[config.mk]
export PLATFORM = sky130hd
export DESIGN_NAME = control_pipe
export DESIGN_NICKNAME = d
export VERILOG_FILES = /design/src/rtl/control_pipe.sv
export SDC_FILE = /design/constraint.sdc
export NUM_CORES = 1
export LEC_CHECK = 0
export BUFFER_PORTS_ARGS = -buffer_cell sky130_fd_sc_hd__buf_4
export CAP_MARGIN = 20
export CORE_ASPECT_RATIO = 1.2
export CORE_UTILIZATION = 55
export DETAILED_ROUTE_END_ITERATION = 8
export PLACE_DENSITY = 0.87
export SKIP_LAST_GASP = 1
export SLEW_MARGIN = 15
export SYNTH_ARGS = -nofsm -noshare
export SYNTH_HDL_FRONTEND = slang
export SYNTH_SLANG_ARGS = --single-unit
[constraint.sdc]
create_clock -name clk -period 6.28 [get_ports clk]
set_input_delay 0 -clock clk [delete_from_list [all_inputs] [get_ports clk]]
set_output_delay 0 -clock clk [all_outputs]
set_load 0.01 [all_outputs]
[src/rtl/control_pipe.sv]
// -----------------------------------------------------------------------------
// control_pipe
//   Decode-stage control unit for the cpu32 core. It turns the opcode into the
//   7-bit control word in the same cycle. It also keeps three pieces of state:
//     - a register-write scoreboard that stalls on read-after-write hazards
//     - a branch-squash down-counter that drops slots after a taken branch
//     - a saturating count of hazard-stall cycles
//
// Optional build macro:
//   CTL_FORWARD_EN - a non-load producer in scoreboard entry 0 is forwarded
//                    (fwd_a/fwd_b) instead of stalling. When the macro is not
//                    defined, every scoreboard match stalls and fwd_a/fwd_b
//                    are tied low.
//
// Ports:
//   clk, rst_n          clock (rising edge) and async active-low reset
//   in_valid            instruction present at decode
//   opcode, opfunc      instruction opcode and ALU function
//   ra, rb, rd          source A, source B and destination register addresses
//   ctl_adata_zero      source A data is zero (branch condition)
//   in_ready            decode consumes the instruction this cycle
//   issue               instruction issued with a live control word
//   ctl_*               control word, ALU function and branch controls
//   fwd_a, fwd_b        forward the ALU result to source A / source B
//   stall_count         saturating count of hazard-stall cycles
// -----------------------------------------------------------------------------
module control_pipe #(
  parameter int RADDR_W     = 4,
  parameter int WB_DEPTH    = 2,
  parameter int BR_SQUASH   = 1,
  parameter int STALL_CNT_W = 16
) (
  input  logic                   clk,
  input  logic                   rst_n,
  input  logic                   in_valid,
  input  logic [3:0]             opcode,
  input  logic [3:0]             opfunc,
  input  logic [RADDR_W-1:0]     ra,
  input  logic [RADDR_W-1:0]     rb,
  input  logic [RADDR_W-1:0]     rd,
  input  logic                   ctl_adata_zero,
  output logic                   in_ready,
  output logic                   issue,
  output logic                   ctl_alu_pc,
  output logic                   ctl_alu_imm,
  output logic                   ctl_regs_we,
  output logic                   ctl_ram_we,
  output logic                   ctl_alu_altdest,
  output logic                   ctl_wdata_ram,
  output logic [3:0]             ctl_alu_func,
  output logic                   ctl_branch_ind,
  output logic                   ctl_branch_taken,
  output logic                   fwd_a,
  output logic                   fwd_b,
  output logic [STALL_CNT_W-1:0] stall_count
);

  // Control word bit order: {alu_pc, alu_imm, regs_we, ram_we, altdest,
  // branch_op, wdata_ram}.
  localparam logic [6:0] NOP_WORD = 7'b1100000;
  localparam logic [2:0] SQ_INIT  = 3'(BR_SQUASH);

  // Scoreboard: entry 0 holds the instruction issued last cycle, and each
  // higher entry is one cycle older.
  logic [WB_DEPTH-1:0]              r_sb_vld;
  logic [WB_DEPTH-1:0][RADDR_W-1:0] r_sb_dst;
`ifdef CTL_FORWARD_EN
  logic [WB_DEPTH-1:0]              r_sb_ld;
`endif

  logic [2:0]             r_sq_cnt;
  logic [STALL_CNT_W-1:0] r_stall_cnt;

  logic [6:0]         w_dec;
  logic               w_rd_a;
  logic               w_rd_b;
  logic [RADDR_W-1:0] w_src_b;
  logic               w_a_new;
  logic               w_b_new;
  logic               w_a_old;
  logic               w_b_old;
  logic               w_hazard;
  logic               w_fwd_a;
  logic               w_fwd_b;
  logic               w_squashing;
  logic               w_issue;
  logic               w_stall;
  logic               w_taken;
  logic [6:0]         w_word;

  // Opcode decode, including which sources the instruction really reads.
  // SW reads rd as its store data, so rd is source B for opcode 3.
  always_comb begin
    w_dec   = 7'b0000000;
    w_rd_a  = 1'b0;
    w_rd_b  = 1'b0;
    w_src_b = rb;
    case (opcode)
      4'd0: begin
        w_dec  = 7'b0010000;
        w_rd_a = 1'b1;
        w_rd_b = 1'b1;
      end
      4'd1: begin
        w_dec  = 7'b0110100;
        w_rd_a = 1'b1;
      end
      4'd2: begin
        w_dec  = 7'b0110101;
        w_rd_a = 1'b1;
      end
      4'd3: begin
        w_dec   = 7'b0101000;
        w_rd_a  = 1'b1;
        w_rd_b  = 1'b1;
        w_src_b = rd;
      end
      4'd4, 4'd5: begin
        w_dec  = 7'b1010110;
        w_rd_a = 1'b1;
      end
      4'd6, 4'd7: begin
        w_dec  = 7'b1010010;
        w_rd_a = 1'b1;
        w_rd_b = 1'b1;
      end
      4'd14:   w_dec = NOP_WORD;
      default: w_dec = 7'b0000000;
    endcase
  end

  // Source matches are split into entry 0 and the older entries because only
  // entry 0 can be forwarded. Register 0 never matches.
  always_comb begin
    w_a_new = 1'b0;
    w_b_new = 1'b0;
    w_a_old = 1'b0;
    w_b_old = 1'b0;
    if (w_rd_a && (ra != '0)) begin
      w_a_new = r_sb_vld[0] && (r_sb_dst[0] == ra);
      for (int i = 1; i < WB_DEPTH; i++) begin
        if (r_sb_vld[i] && (r_sb_dst[i] == ra)) w_a_old = 1'b1;
      end
    end
    if (w_rd_b && (w_src_b != '0)) begin
      w_b_new = r_sb_vld[0] && (r_sb_dst[0] == w_src_b);
      for (int i = 1; i < WB_DEPTH; i++) begin
        if (r_sb_vld[i] && (r_sb_dst[i] == w_src_b)) w_b_old = 1'b1;
      end
    end
  end

`ifdef CTL_FORWARD_EN
  // A load in entry 0 has no data yet, so that case still stalls.
  assign w_hazard = in_valid &
                    (((w_a_new | w_b_new) & r_sb_ld[0]) | w_a_old | w_b_old);
  assign w_fwd_a  = w_a_new & ~r_sb_ld[0];
  assign w_fwd_b  = w_b_new & ~r_sb_ld[0];
`else
  assign w_hazard = in_valid & (w_a_new | w_b_new | w_a_old | w_b_old);
  assign w_fwd_a  = 1'b0;
  assign w_fwd_b  = 1'b0;
`endif

  // Squash has priority over a hazard. A squashed slot is consumed and dropped.
  assign w_squashing = (r_sq_cnt != 3'd0);
  assign w_issue     = rst_n & in_valid & ~w_squashing & ~w_hazard;
  assign w_stall     = rst_n & ~w_squashing & w_hazard;
  assign w_word      = w_issue ? w_dec : NOP_WORD;
  assign w_taken     = w_issue & w_dec[1] & (ctl_adata_zero != opcode[0]);

  assign in_ready         = rst_n & (w_squashing | (in_valid & ~w_hazard));
  assign issue            = w_issue;
  assign ctl_alu_pc       = w_word[6];
  assign ctl_alu_imm      = w_word[5];
  assign ctl_regs_we      = w_word[4];
  assign ctl_ram_we       = w_word[3];
  assign ctl_alu_altdest  = w_word[2];
  assign ctl_wdata_ram    = w_word[0];
  assign ctl_alu_func     = w_issue ? opfunc : 4'd0;
  assign ctl_branch_ind   = opcode[1] & w_issue;
  assign ctl_branch_taken = w_taken;
  assign fwd_a            = w_issue & w_fwd_a;
  assign fwd_b            = w_issue & w_fwd_b;
  assign stall_count      = r_stall_cnt;

  // The scoreboard shifts every cycle. A stalled or squashed slot enters the
  // scoreboard as a bubble.
  always_ff @(posedge clk or negedge rst_n) begin
    if (!rst_n) begin
      r_sb_vld <= '0;
      r_sb_dst <= '0;
`ifdef CTL_FORWARD_EN
      r_sb_ld  <= '0;
`endif
    end else begin
      for (int i = WB_DEPTH - 1; i > 0; i--) begin
        r_sb_vld[i] <= r_sb_vld[i-1];
        r_sb_dst[i] <= r_sb_dst[i-1];
`ifdef CTL_FORWARD_EN
        r_sb_ld[i]  <= r_sb_ld[i-1];
`endif
      end
      r_sb_vld[0] <= w_issue & w_dec[4] & (rd != '0);
      r_sb_dst[0] <= rd;
`ifdef CTL_FORWARD_EN
      r_sb_ld[0]  <= (opcode == 4'd2);
`endif
    end
  end

  // Squash down-counter. A taken branch can only occur while the counter is
  // zero, because squashing blocks issue.
  always_ff @(posedge clk or negedge rst_n) begin
    if (!rst_n) begin
      r_sq_cnt <= 3'd0;
    end else if (w_taken) begin
      r_sq_cnt <= SQ_INIT;
    end else if (w_squashing) begin
      r_sq_cnt <= r_sq_cnt - 3'd1;
    end
  end

  always_ff @(posedge clk or negedge rst_n) begin
    if (!rst_n) begin
      r_stall_cnt <= '0;
    end else if (w_stall && (r_stall_cnt != '1)) begin
      r_stall_cnt <= r_stall_cnt + 1'b1;
    end
  end

endmodule

==> run summary <==
STA
- **time the worst path needs with I/O delays and setup** 2.926 ns
- **transition at the pin with the smallest max-transition slack** 0.6514 ns
- **max-slew headroom at the worst pin** 55.96%
- **skew final** 0.01213 ns
- **hold violation total from the final report** 0
- **crit share post-route** 46.60%
- **RSZ-0062 raised after global routing** no
- **pins over their slew limit** 0
- **final number of setup-violating endpoints** 0
- **tightest hold margin** 0.06058 ns
- **Peak Freq** 0.3417 GHz
- **total negative setup slack** 0 ns

Place
- **routability cong.** 0.9253
- **number of port buffers** 53
- **sum of net half-perimeters after detailed placement** 2817 µm

Run
- **Max Cap Viol** 0

Clocking
- **CTS clock-pin slew for the worst setup and hold paths** 0.09 ns
- **later-pin clock latency in the skew report** 0.34 ns
- **Num Clock Sinks** 29
- **post-CTS setup buffers** 0
- **root buffer cell** sky130_fd_sc_hd__clkbuf_4
- **number of levels in the clock H-tree** 2
- **Post-CTS Hold Fix Bufs** 6
- **clock tree from TritonCTS** done
- **maximum buffer depth of the clock tree** 2
- **# resized after CTS** 0
- **number of buffers added by the clock tree synthesis step** 5

Die
- **Die Height** 64.68 µm
- **starting density of the core** 58.40%
- **Core Rows** 22
- **area of the core region** 3083 µm²
- **Die Area** 3507 µm²
- **overall die width** 54.23 µm
- **I/O pin total** 56

Routing
- **DRC errors left** 0
- **post-route antenna net violation count** 0
- **vias after detailed routing** 1547
- **count of TritonRoute iterations in the first routing pass** 4
- **Total Wirelength** 3822 µm
- **routed len/inst** 13.32 µm
- **DRC marker count from the first detailed-route iteration** 39
- **detail-routed via count per cell** 5.390

Synth
- **register area share after synthesis** 40.31%
- **Synth Cell Area** 1800 µm²
- **Post-Syn Instances** 192
- **EDFF count, synth** 0
- **Warnings, synthesis** 0
- **count of cell types in the netlist** 41
- **async set-or-reset flop fraction in the synthesized netlist** 100.0%
- **main flop type after synthesis** sky130_fd_sc_hd__dfrtp_1
- **Post-Syn Area per Cell** 9.377 µm²
- **number of register bits inferred by synthesis** 29

Finish
- **fraction of layout cells with a size suffix above 1** 26.69%
- **commonest cells after routing, fill and taps aside** sky130_fd_sc_hd__buf_4 (53), sky130_fd_sc_hd__dfrtp_1 (29), sky130_fd_sc_hd__xor2_1 (24)
- **most common cell after layout, fill and taps aside** sky130_fd_sc_hd__buf_4
- **number of antenna repair diodes** 0
- **fin util** 75.00%
- **number of fill cells in the layout** 237
- **post-synthesis to final-layout area growth** 28.42%
- **NumNets Final** 277

Critical path
- **endpoint required time on the critical path** 6.28 ns
- **data arrival time of the critical path** 2.93 ns
- **cell repeated most along the worst path** sky130_fd_sc_hd__buf_4
- **CP peak stage delay** 0.63 ns
- **library cell contributing the largest single delay on the critical path** sky130_fd_sc_hd__nor4b_1
- **crit path launch type** primary input
- **Crit Path Class** primary input to output pin
- **Crit path buffers/inverters** 3
- **cell breakdown of the critical path** dlygate4sd3_1, buf_4, nand4bb_1, mux2i_1, xnor2_1, or4_4, nand4_1, nor4b_1, buf_4
- **category of cells accounting for the largest share of critical-path delay** simple AND/OR/NAND/NOR gates
- **worst-path maximum fanout** 14
- **crit end category** output pin

Global routing
- **global route total overflow** 0
- **maximum number of pins on one net before global-route repair** 32
- **antenna violations before repair** 0
- **all-layer global routing usage** 24.61%
- **global-route wire length before repair** 6175 µm
- **via count of the first global-routing pass** 1425

Power and ir drop
- **internal power** 319.6 µW
- **combinational group share of total power** 24.9%
- **Net Switching** 136.9 µW
- **cell area power density** 197.5 nW/µm²
- **static leakage** 0.001214 µW
- **maximum vdd ir drop** 0.1791 mV
- **relative contribution of the clock network to total power** 28.9%
- **post-layout power** 456.6 µW
- **part of the power in registers** 46.1%
- **net switching share of the total power** 30.00%

Status
- **run status** finished clean

Min path
- **class of the most critical hold timing path** primary input to flip-flop

stage by stage:
stage | instance area (µm²) | cells | worst slack [ns]
floorplan | 1804 | 193 | 3.979
detailed placement | 2182 | 273 | 3.868
global placement | 2182 | 273 | 3.941
finish | 2312 | 287 | 3.354
CTS | 2312 | 287 | 3.352
global route | 2312 | 287 | 3.121
final timing paths:
path / end / slack [ns] / depth (start not counted) / startpoint
max reg2reg: r_sq_cnt[0] / 3.93 / 7 / r_sq_cnt[0]
min in group asynchronous: r_sb_vld[1] / 0.12 / 2 / rst_n
max: ctl_branch_taken / 3.35 / 9 / opcode[3]
min reg2reg: r_sb_vld[1] / 0.42 / 0 / r_sb_vld[0]
max in group asynchronous: stall_count[3] / 5.88 / 2 / rst_n
min: r_sb_vld[0] / 0.06 / 3 / opcode[2]
worst reg2reg max path, stage by stage, from the launching register on:
cell,delay (ns)
sky130_fd_sc_hd__dfrtp_1,0.40
sky130_fd_sc_hd__inv_1,0.07
sky130_fd_sc_hd__ha_1,0.15
sky130_fd_sc_hd__ha_1,0.28
sky130_fd_sc_hd__and3_1,0.31
sky130_fd_sc_hd__nand4_1,0.28
sky130_fd_sc_hd__nor4b_1,0.63
sky130_fd_sc_hd__nand2b_1,0.19
layer usage:
metal,vias to the layer above,part of all wire (%),global-route usage [%]
met2,51,48,38.87
met4,0,1.7,10.26
met1,709,45,30.23
li1,781,-,-
met3,6,5.2,7.512
met5,-,0,0
area by class of cell:
cell class	count	area, µm²	share of cell area, %
Sequential cell	29	725.7	31.39
Tap cell	36	45.04	1.948
Clock inverter	1	5.005	0.2164
Clock buffer	7	65.06	2.814
Inverter	8	30.03	1.299
Multi-Input combinational cell	147	983.4	42.53
Timing Repair Buffer	59	457.9	19.81
cell families after synthesis:
kind of cell,after synthesis,synth area share [%]
mux,4,2.293
flops,29,40.31
xor+xnor,31,15.08
compound gates,16,6.741
other cells,1,0.2083
fa+ha+maj,3,2.085
buf+inv,17,5.281
simple gates,91,28.00
power by group through the flow:
| stage | clock [µW] | combinational [µW] | sequential [µW] |
|---|---|---|---|
| final | 132 | 114 | 211 |
| after global routing | 144 | 132 | 213 |
| after CTS | 135 | 115 | 210 |
| after detailed placement | 0 | 111 | 214 |
| after global placement | 0 | 105 | 214 |
| after floorplan | 0 | 72.9 | 212 |
Yosys cell counts (2+ instances only):
cell type	number	share of area, %
sky130_fd_sc_hd__mux2i_1	3	1.7
sky130_fd_sc_hd__nor4_1	6	2.1
sky130_fd_sc_hd__nand4_1	4	1.4
sky130_fd_sc_hd__o21ai_0	3	0.83
sky130_fd_sc_hd__ha_1	3	2.1
sky130_fd_sc_hd__inv_1	8	1.7
sky130_fd_sc_hd__and2_1	2	0.69
sky130_fd_sc_hd__nor2_1	20	4.2
sky130_fd_sc_hd__nand3_1	7	1.9
sky130_fd_sc_hd__nand2b_1	5	1.7
sky130_fd_sc_hd__nand3b_1	2	0.83
sky130_fd_sc_hd__nand2_1	16	3.3
sky130_fd_sc_hd__o211ai_1	3	1.3
sky130_fd_sc_hd__a21oi_1	3	0.83
sky130_fd_sc_hd__clkbuf_1	2	0.42
sky130_fd_sc_hd__and3_1	10	3.5
sky130_fd_sc_hd__buf_4	4	1.7
sky130_fd_sc_hd__xor2_1	24	12
sky130_fd_sc_hd__or4_1	2	0.83
sky130_fd_sc_hd__xnor2_1	7	3.4
sky130_fd_sc_hd__dfrtp_1	29	40
sky130_fd_sc_hd__nor3_1	9	2.5
sky130_fd_sc_hd__buf_6	2	1.3
flip-flops by register name, summed over array words and instances, names as in the netlist:
signal	flops
stall_count	16
r_sq_cnt	3
r_sb_vld	2
r_sb_dst	8
Note: power is estimated with default switching activity, not from simulation.
